**config.mk**
```make
export PLATFORM = sky130hd
export DESIGN_NAME = shift_sequencer
export DESIGN_NICKNAME = d
export VERILOG_FILES = /design/src/rtl/shift_sequencer.sv
export SDC_FILE = /design/constraint.sdc
export NUM_CORES = 1
export LEC_CHECK = 0
export CAP_MARGIN = 20
export CELL_PAD_IN_SITES_DETAIL_PLACEMENT = 1
export CELL_PAD_IN_SITES_GLOBAL_PLACEMENT = 1
export CORE_MARGIN = 1.5
export CORE_UTILIZATION = 28
export DETAILED_ROUTE_END_ITERATION = 6
export GPL_TIMING_DRIVEN = 0
export PLACE_DENSITY_LB_ADDON = 0.1
export REMOVE_ABC_BUFFERS = 1
export SYNTH_ARGS = -nofsm -noshare
export SYNTH_HDL_FRONTEND = slang
export SYNTH_SLANG_ARGS = --single-unit
```
**constraint.sdc**
```tcl
create_clock -name clk -period 1.3 [get_ports clk]
set_clock_uncertainty 0.15 [all_clocks]
set_input_delay 0.195 -clock clk [delete_from_list [all_inputs] [get_ports clk]]
set_output_delay 0.195 -clock clk [all_outputs]
set_load 0.03 [all_outputs]
```
**src/rtl/shift_sequencer.sv**
```systemverilog
// shift_sequencer: feeds a 4-bit shift register (select/data_in), accepts word_in over word_valid/word_ready, streams reg_q[0] LSB-first on tx_bit/tx_valid/tx_ready/tx_last, with GAP_CYCLES idle cycles between words
module shift_sequencer #(
  parameter int GAP_CYCLES = 1
) (
  input  logic       clk,
  input  logic       rst,
  input  logic [3:0] word_in,
  input  logic       word_valid,
  output logic       word_ready,
  output logic [1:0] select,
  output logic [3:0] data_in,
  input  logic [3:0] reg_q,
  output logic       tx_bit,
  output logic       tx_valid,
  input  logic       tx_ready,
  output logic       tx_last
);
  typedef enum logic [1:0] {IDLE, LOAD, SHIFT, GAP} state_t;
  state_t state, state_nx;
  logic [1:0] bit_cnt;
  logic [3:0] gap_cnt;
  logic accept, bit_done, gap_done, unused_q;
  assign accept   = word_valid && word_ready;
  assign bit_done = state == SHIFT && tx_ready;
  assign gap_done = gap_cnt == 4'(GAP_CYCLES - 1);
  assign tx_bit   = reg_q[0];
  assign unused_q = ^reg_q[3:1];
  always_ff @(posedge clk) begin
    if (rst) begin
      state   <= IDLE;
      bit_cnt <= '0;
      gap_cnt <= '0;
      data_in <= '0;
    end else begin
      state   <= state_nx;
      data_in <= accept ? word_in : data_in;
      bit_cnt <= state == LOAD ? 2'd0 : bit_done ? bit_cnt + 2'd1 : bit_cnt;
      gap_cnt <= state == GAP ? gap_cnt + 4'd1 : 4'd0;
    end
  end
  always_comb begin
    state_nx = state;
    case (state)
      IDLE:    state_nx = accept ? LOAD : IDLE;
      LOAD:    state_nx = SHIFT;
      SHIFT:   state_nx = (bit_done && bit_cnt == 2'd3) ? (GAP_CYCLES == 0 ? IDLE : GAP) : SHIFT;
      default: state_nx = gap_done ? IDLE : GAP;
    endcase
  end
  always_comb begin
    word_ready = state == IDLE;
    tx_valid   = state == SHIFT;
    tx_last    = state == SHIFT && bit_cnt == 2'd3;
    select     = state == LOAD ? 2'b10 : bit_done ? 2'b01 : 2'b00;
  end
endmodule

```
==> results.cfg, run 1 <==
[synth]
ys_seq_elements = 12
netlist_area_um2 = 624
seq_area_frac_synth_pct = 38.5
synth_area_leaders = dfxtp_1, ha_1, a21bo_2, a21oi_1, nand3_1
yosys-top-cells-count = dfxtp_1, ha_1, a21oi_1, nand3_1, a21bo_2
synth_flop_cell = dfxtp_1
syn_avg_cell_area_um2 = 9.46
ys_warn_count = 0
synth_edf_count = 0
syn_inst = 66
ys_types = 21
async_flop_share_pct = 0
yosysTopAreaCell = dfxtp_1
synth.most_common_cell = dfxtp_1
yosys.area.top_type_share_pct = 38.5

[route]
dr.pass1.iters = 2
drc = 0
totalWireLength_mm = 1.52
wl_per_cell_um = 13.1
detail-route-antenna-nets = 0
drt_iter0_drc = 2
vias_per_cell = 4.69
via_count = 544

[sta]
finalCriticalPeriod_ps = 1520
drv_slew = 0
fin_ws_ps = -220
setup_violations = 11
slew_headroom_pct = 66.7
worstMarginPinSlew_ps = 498
rsz0062_at_grt = true
period_share_pct = 117
finalHoldViolCount = 0
max_freq_ghz = 0.658

[critical_path]
reg2reg_slack_ps = -90
criticalPathCategory = reg2out
worstReg2RegStart = state[0]$_SDFF_PP0_
slowest_delay_ps = 370
cp_max_fo = 4
r2r-end = data_in[0]$_SDFFE_PP0P_
r2r_cells = 6
end_kind = primary output
crit_arrival_ps = 1180
start_kind = register
crit_chain = inv_4 > ha_4 > nand2_2 > nor2_2 > buf_6
cp.required_ps = 950
critPathSlowestCell = dfxtp_4

[layout]
fill_cells = 229
multi_input_area_um2 = 468
design_area_mm2 = 0.00104
drive_above_1_share_pct = 57.3
layoutNonFillerInstCount = 116
regArea_um2 = 248
num-nets-final = 110
syn_to_final_growth_pct = 66.9
n_antenna_cell = 0

[outcome]
status = finished with violations
violations = setup timing

[global_routing]
grt_first_pass_wirelength_mm = 2.46
track_usage_pct = 13.8
grt_pass1_vias = 536
overflow = 0
antenna_found_initial = 0
grt_max_degree = 11

[die]
ios = 22
die_area_mm2 = 0.00252
initial_core_util_pct = 30.9
core_mm2 = 0.00202
rows = 16
die_w_um = 50.2
dieHeight_um = 50.2

[placement]
place_inst = 105
numPortBuffers = 16
post-dp-hpwl_um = 904
post_dp_cell_area_um2 = 790
place_congestion = 0.709

[pwr]
leakage_nw = 0.402
ir_drop_mv = 0.727
powerDensity_mw_per_mm2 = 1120

[cts]
ctsHoldBuffers = 0
clk_latency_ps = 290
cts_max_path_buffers = 2
cts_made_buffers = 3
h-tree-depth = 1
cts_sinks = 12
tritoncts = built
path_clk_slew_ps = 80
clockRootBuffer = clkbuf_4

[min_path]
hold_path_end = data_in[3]$_SDFFE_PP0P_
min_path_type = in2reg
hold_depth = 2
worstHoldStart = rst

[job]
drv_cap = 0
## how the worst max path moves through the flow
stage	slack, ps	cells past startpoint	from	to
floorplan	-380	4	state[0]$_SDFF_PP0_	select[0]
global placement	-640	4	tx_ready	select[0]
detailed placement	-650	4	tx_ready	select[0]
CTS	-200	4	state[1]$_SDFF_PP0_	select[0]
global route	-280	5	state[0]$_SDFF_PP0_	select[0]
finish	-220	5	state[0]$_SDFF_PP0_	select[0]
## power breakdown
| part | internal [W] | switching [W] | total (W) | leakage (nW) |
|---|---|---|---|---|
| logic | 0.000222 | 0.000222 | 0.000444 | 0.282 |
| clock network | 0.000171 | 0.000135 | 0.000306 | 0.0210 |
| registers | 0.000395 | 0.0000222 | 0.000417 | 0.0990 |
## flip-flops by register name, summed over array words and instances (netlist names)
register / cells
bit_cnt: 2
data_in: 4
gap_cnt: 4
state: 2
## per-layer routing
| metal | part of all wire, % | track usage (%) | up-vias |
|---|---|---|---|
| li1 | - | - | 269 |
| met1 | 46 | 16.5 | 261 |
| met2 | 45 | 20.8 | 10 |
| met3 | 5.3 | 5.95 | 4 |
| met4 | 4.1 | 6.94 | 0 |
| met5 | 0 | 0 | - |
## per-stage QoR
stage	hold WS, ps	power [W]	setup TNS (ps)	util (%)	worst slack (ps)
3_5_place_dp	240	0.000692	-4280	39.0	-652
4_1_cts	240	0.00114	-991	49.2	-201
6_report	208	0.00117	-1170	51.5	-220
5_1_grt	230	0.00124	-1710	51.5	-278
2_1_floorplan	114	0.000580	-1270	-	-376
3_3_place_gp	240	0.000690	-4160	39.0	-644
## critical path, delay by kind of cell (launching register included)
| kind | cells | cell delay, ps |
|---|---|---|
| DFF | 1 | 370 |
| and+or+nand+nor | 2 | 170 |
| buffers and inverters | 2 | 200 |
| adders and majority gates | 1 | 150 |
## area by class of cell
class / count / share of cell area [%]
Tap cell: 27 / 3.24
Sequential cell: 12 / 23.8
Inverter: 5 / 2.28
Multi-Input combinational cell: 45 / 44.9
Clock buffer: 4 / 3.48
Timing Repair Buffer: 23 / 22.3
## cells in the final DEF, fill, tap and decap left out, types with 4 or more instances in the layout
cell type / n
clkdlybuf4s50_1: 6
a21bo_2: 6
buf_4: 5
ha_4: 4
buf_6: 7
nand3_2: 4
dfxtp_1: 10
nor2_1: 4
a21oi_2: 4
## cell families (layout without fill, tap and decap cells)
group | count (synthesis) | after routing | synth area share (%)
AOI/OAI and AO/OA | 14 | 14 | 16.4
xor gates and xnor gates | 1 | 1 | 1.40
adders and majority gates | 8 | 8 | 16.0
buffers and inverters | 9 | 32 | 7.62
DFF | 12 | 12 | 38.5
muxes | 1 | 1 | 1.60
and+or+nand+nor | 21 | 21 | 18.4
## repair_timing
action	in CTS	in global routing
hold endpoints to repair	0	0
setup buffers	6	0
gates cloned	1	0
gates resized for setup	74	13
pin swaps	14	2
endpoints found under the setup margin	18	13
(Power assumes the default switching activity.)
==> inputs of run 2 (changes only) <==
--- a/config.mk
+++ b/config.mk
@@ -8,8 +8,10 @@
 export CAP_MARGIN = 20
 export CELL_PAD_IN_SITES_DETAIL_PLACEMENT = 1
 export CELL_PAD_IN_SITES_GLOBAL_PLACEMENT = 1
-export CORE_MARGIN = 1.5
+export CORE_MARGIN = 4
 export CORE_UTILIZATION = 28
+export CTS_BUF_LIST = sky130_fd_sc_hd__clkbuf_16
+export CTS_CLUSTER_DIAMETER = 200
 export DETAILED_ROUTE_END_ITERATION = 6
 export GPL_TIMING_DRIVEN = 0
 export PLACE_DENSITY_LB_ADDON = 0.1
==> results.cfg, run 2 (synthesis gave the netlist of run 1 again) <==
[die]
dieHeight_um = 55.2
die_area_mm2 = 0.00305
ios = 22
die_w_um = 55.2
core_mm2 = 0.00204
initial_core_util_pct = 30.6
rows = 16

[critical_path]
crit_arrival_ps = 1120
cp_max_fo = 4
crit_chain = inv_4 > ha_4 > nand2_2 > nor2_2 > buf_6
cp.required_ps = 950
path_delay_family = flip-flops
slowest_delay_ps = 350
end_kind = primary output
reg2reg_slack_ps = -20
worstReg2RegStart = state[0]$_SDFF_PP0_
start_kind = register
r2r-end = gap_cnt[3]$_SDFF_PP0_
criticalPathCategory = reg2out
r2r_cells = 4
worst-path-buf-inv = 2
critPathSlowestCell = dfxtp_4

[global_routing]
grt_first_pass_wirelength_mm = 2.16
antenna_found_initial = 0
grtUsageMet3_pct = 5.59
grt_pass1_vias = 507
grtUsageMet1_pct = 8.35
grt.busiest_layer = met2
grt_max_degree = 11
overflow = 0
met2_usage_pct = 16.2
track_usage_pct = 8.93

[placement]
numPortBuffers = 16
post-dp-hpwl_um = 928
place_inst = 105
dp_slack_ps = -660
post_dp_cell_area_um2 = 790
place_congestion = 0.676

[layout]
design_area_mm2 = 0.00104
final_common_cell = dfxtp_1
syn_to_final_growth_pct = 66.9
layoutNonFillerInstCount = 114
num-nets-final = 109
n_antenna_cell = 0
largestRegisters = data_in x4, gap_cnt x4
layout_common_cells = dfxtp_1, nand3_1, a21bo_2, a21oi_2, buf_6
drive_above_1_share_pct = 46.0
fill_cells = 235

[pwr]
finalPower_w = 0.00136
powerDensity_mw_per_mm2 = 1300
leakage_nw = 0.416
ir_drop_mv = 1.11

[sta]
max_freq_ghz = 0.685
worstMarginPinSlew_ps = 424
drv_slew = 0
setup_violations = 6
fin_ws_ps = -161
finalHoldViolCount = 0
slew_headroom_pct = 71.7
rsz0062_at_grt = true
period_share_pct = 112
finalCriticalPeriod_ps = 1460

[cts]
cts_made_buffers = 3
clockRootBuffer = clkbuf_16
clk_latency_ps = 230
path_clk_slew_ps = 40
tritoncts = built
cts_sinks = 12
cts_max_path_buffers = 2
h-tree-depth = 1

[route]
drc = 0
wl_per_cell_um = 12.5
totalWireLength_mm = 1.42
detail-route-antenna-nets = 0
via_count = 536
vias_per_cell = 4.70
dr.pass1.iters = 2
drt_iter0_drc = 1

[job]
drv_cap = 0

[outcome]
violations = setup timing
status = finished with violations

[min_path]
hold_path_end = state[0]$_SDFF_PP0_
hold_depth = 3
min_path_type = in2reg
worstHoldStart = tx_ready
-- run 2: cell types whose count changed in the layout (fill, tap and decap cells not counted), sizes merged --
| cell | delta |
|---|---|
| buf | -1 |
| clkbuf | -1 |
| clkdlybuf4s15 | +1 |
| clkdlybuf4s18 | -1 |
| clkdlybuf4s50 | -1 |
| dlymetal6s2s | +1 |
-- run 2: area by class of cell --
cell class | count | area, µm² | share of cell area (%)
multi-input cells | 45 | 444 | 42.6
flip-flops and latches | 12 | 248 | 23.8
repair buffers | 22 | 218 | 20.9
clock buffers | 3 | 75.1 | 7.20
well taps | 27 | 33.8 | 3.24
inverters | 5 | 23.8 | 2.28
-- run 2: worst reg2reg max path, stage by stage (launching register included) --
cell and delay [ps]:
dfxtp_4 370, buf_4 150, ha_4 140, or3b_1 330, mux2i_1 120
-- run 2: repair_timing --
item / 4_1_cts / 5_1_grt
gates cloned: 0 / 1
resized for setup: 54 / 21
hold buffers: 0 / 0
setup buffers: 4 / 1
setup endpoints to repair: 18 / 18
pin swaps: 4 / 5
-- run 2: how the worst max path moves through the flow --
stage / cells after the start / end / start / slack, ps
final: 5 / select[0] / state[0]$_SDFF_PP0_ / -160
after global routing: 5 / select[0] / state[0]$_SDFF_PP0_ / -210
after global placement: 4 / select[0] / tx_ready / -650
after CTS: 5 / select[0] / state[0]$_SDFF_PP0_ / -200
after floorplan: 4 / select[0] / state[0]$_SDFF_PP0_ / -380
after detailed placement: 4 / select[0] / tx_ready / -660
-- run 2: stage by stage --
stage          hold slack (ps)  util, %  setup TNS, ps
2_1_floorplan              114        -          -1270
3_3_place_gp               240     38.7          -4030
3_5_place_dp               240     38.7          -4230
4_1_cts                    240     46.9           -550
5_1_grt                    231     51.0           -727
6_report                   202     51.0           -445
-- run 2: power breakdown --
group          switching [W]  internal [W]  leakage [nW]
clock network       0.000142      0.000399        0.0370
logic               0.000203      0.000195         0.280
registers          0.0000232      0.000397        0.0990
total               0.000369      0.000991         0.416
-- run 2: layer usage --
metal / up-vias / part of all wire, %
li1: 268 / -
met3: 2 / 7.5
met4: 0 / 0.56
met5: - / 0
met1: 254 / 39
met2: 12 / 53
==> inputs of run 3 (changes only) <==
--- a/config.mk
+++ b/config.mk
@@ -15,6 +15,7 @@
 export DETAILED_ROUTE_END_ITERATION = 6
 export GPL_TIMING_DRIVEN = 0
 export PLACE_DENSITY_LB_ADDON = 0.1
+export RECOVER_POWER = 100
 export REMOVE_ABC_BUFFERS = 1
 export SYNTH_ARGS = -nofsm -noshare
 export SYNTH_HDL_FRONTEND = slang
==> results of run 3 <==
No change in the layout: final DEF, timing and power equal those of run 2.
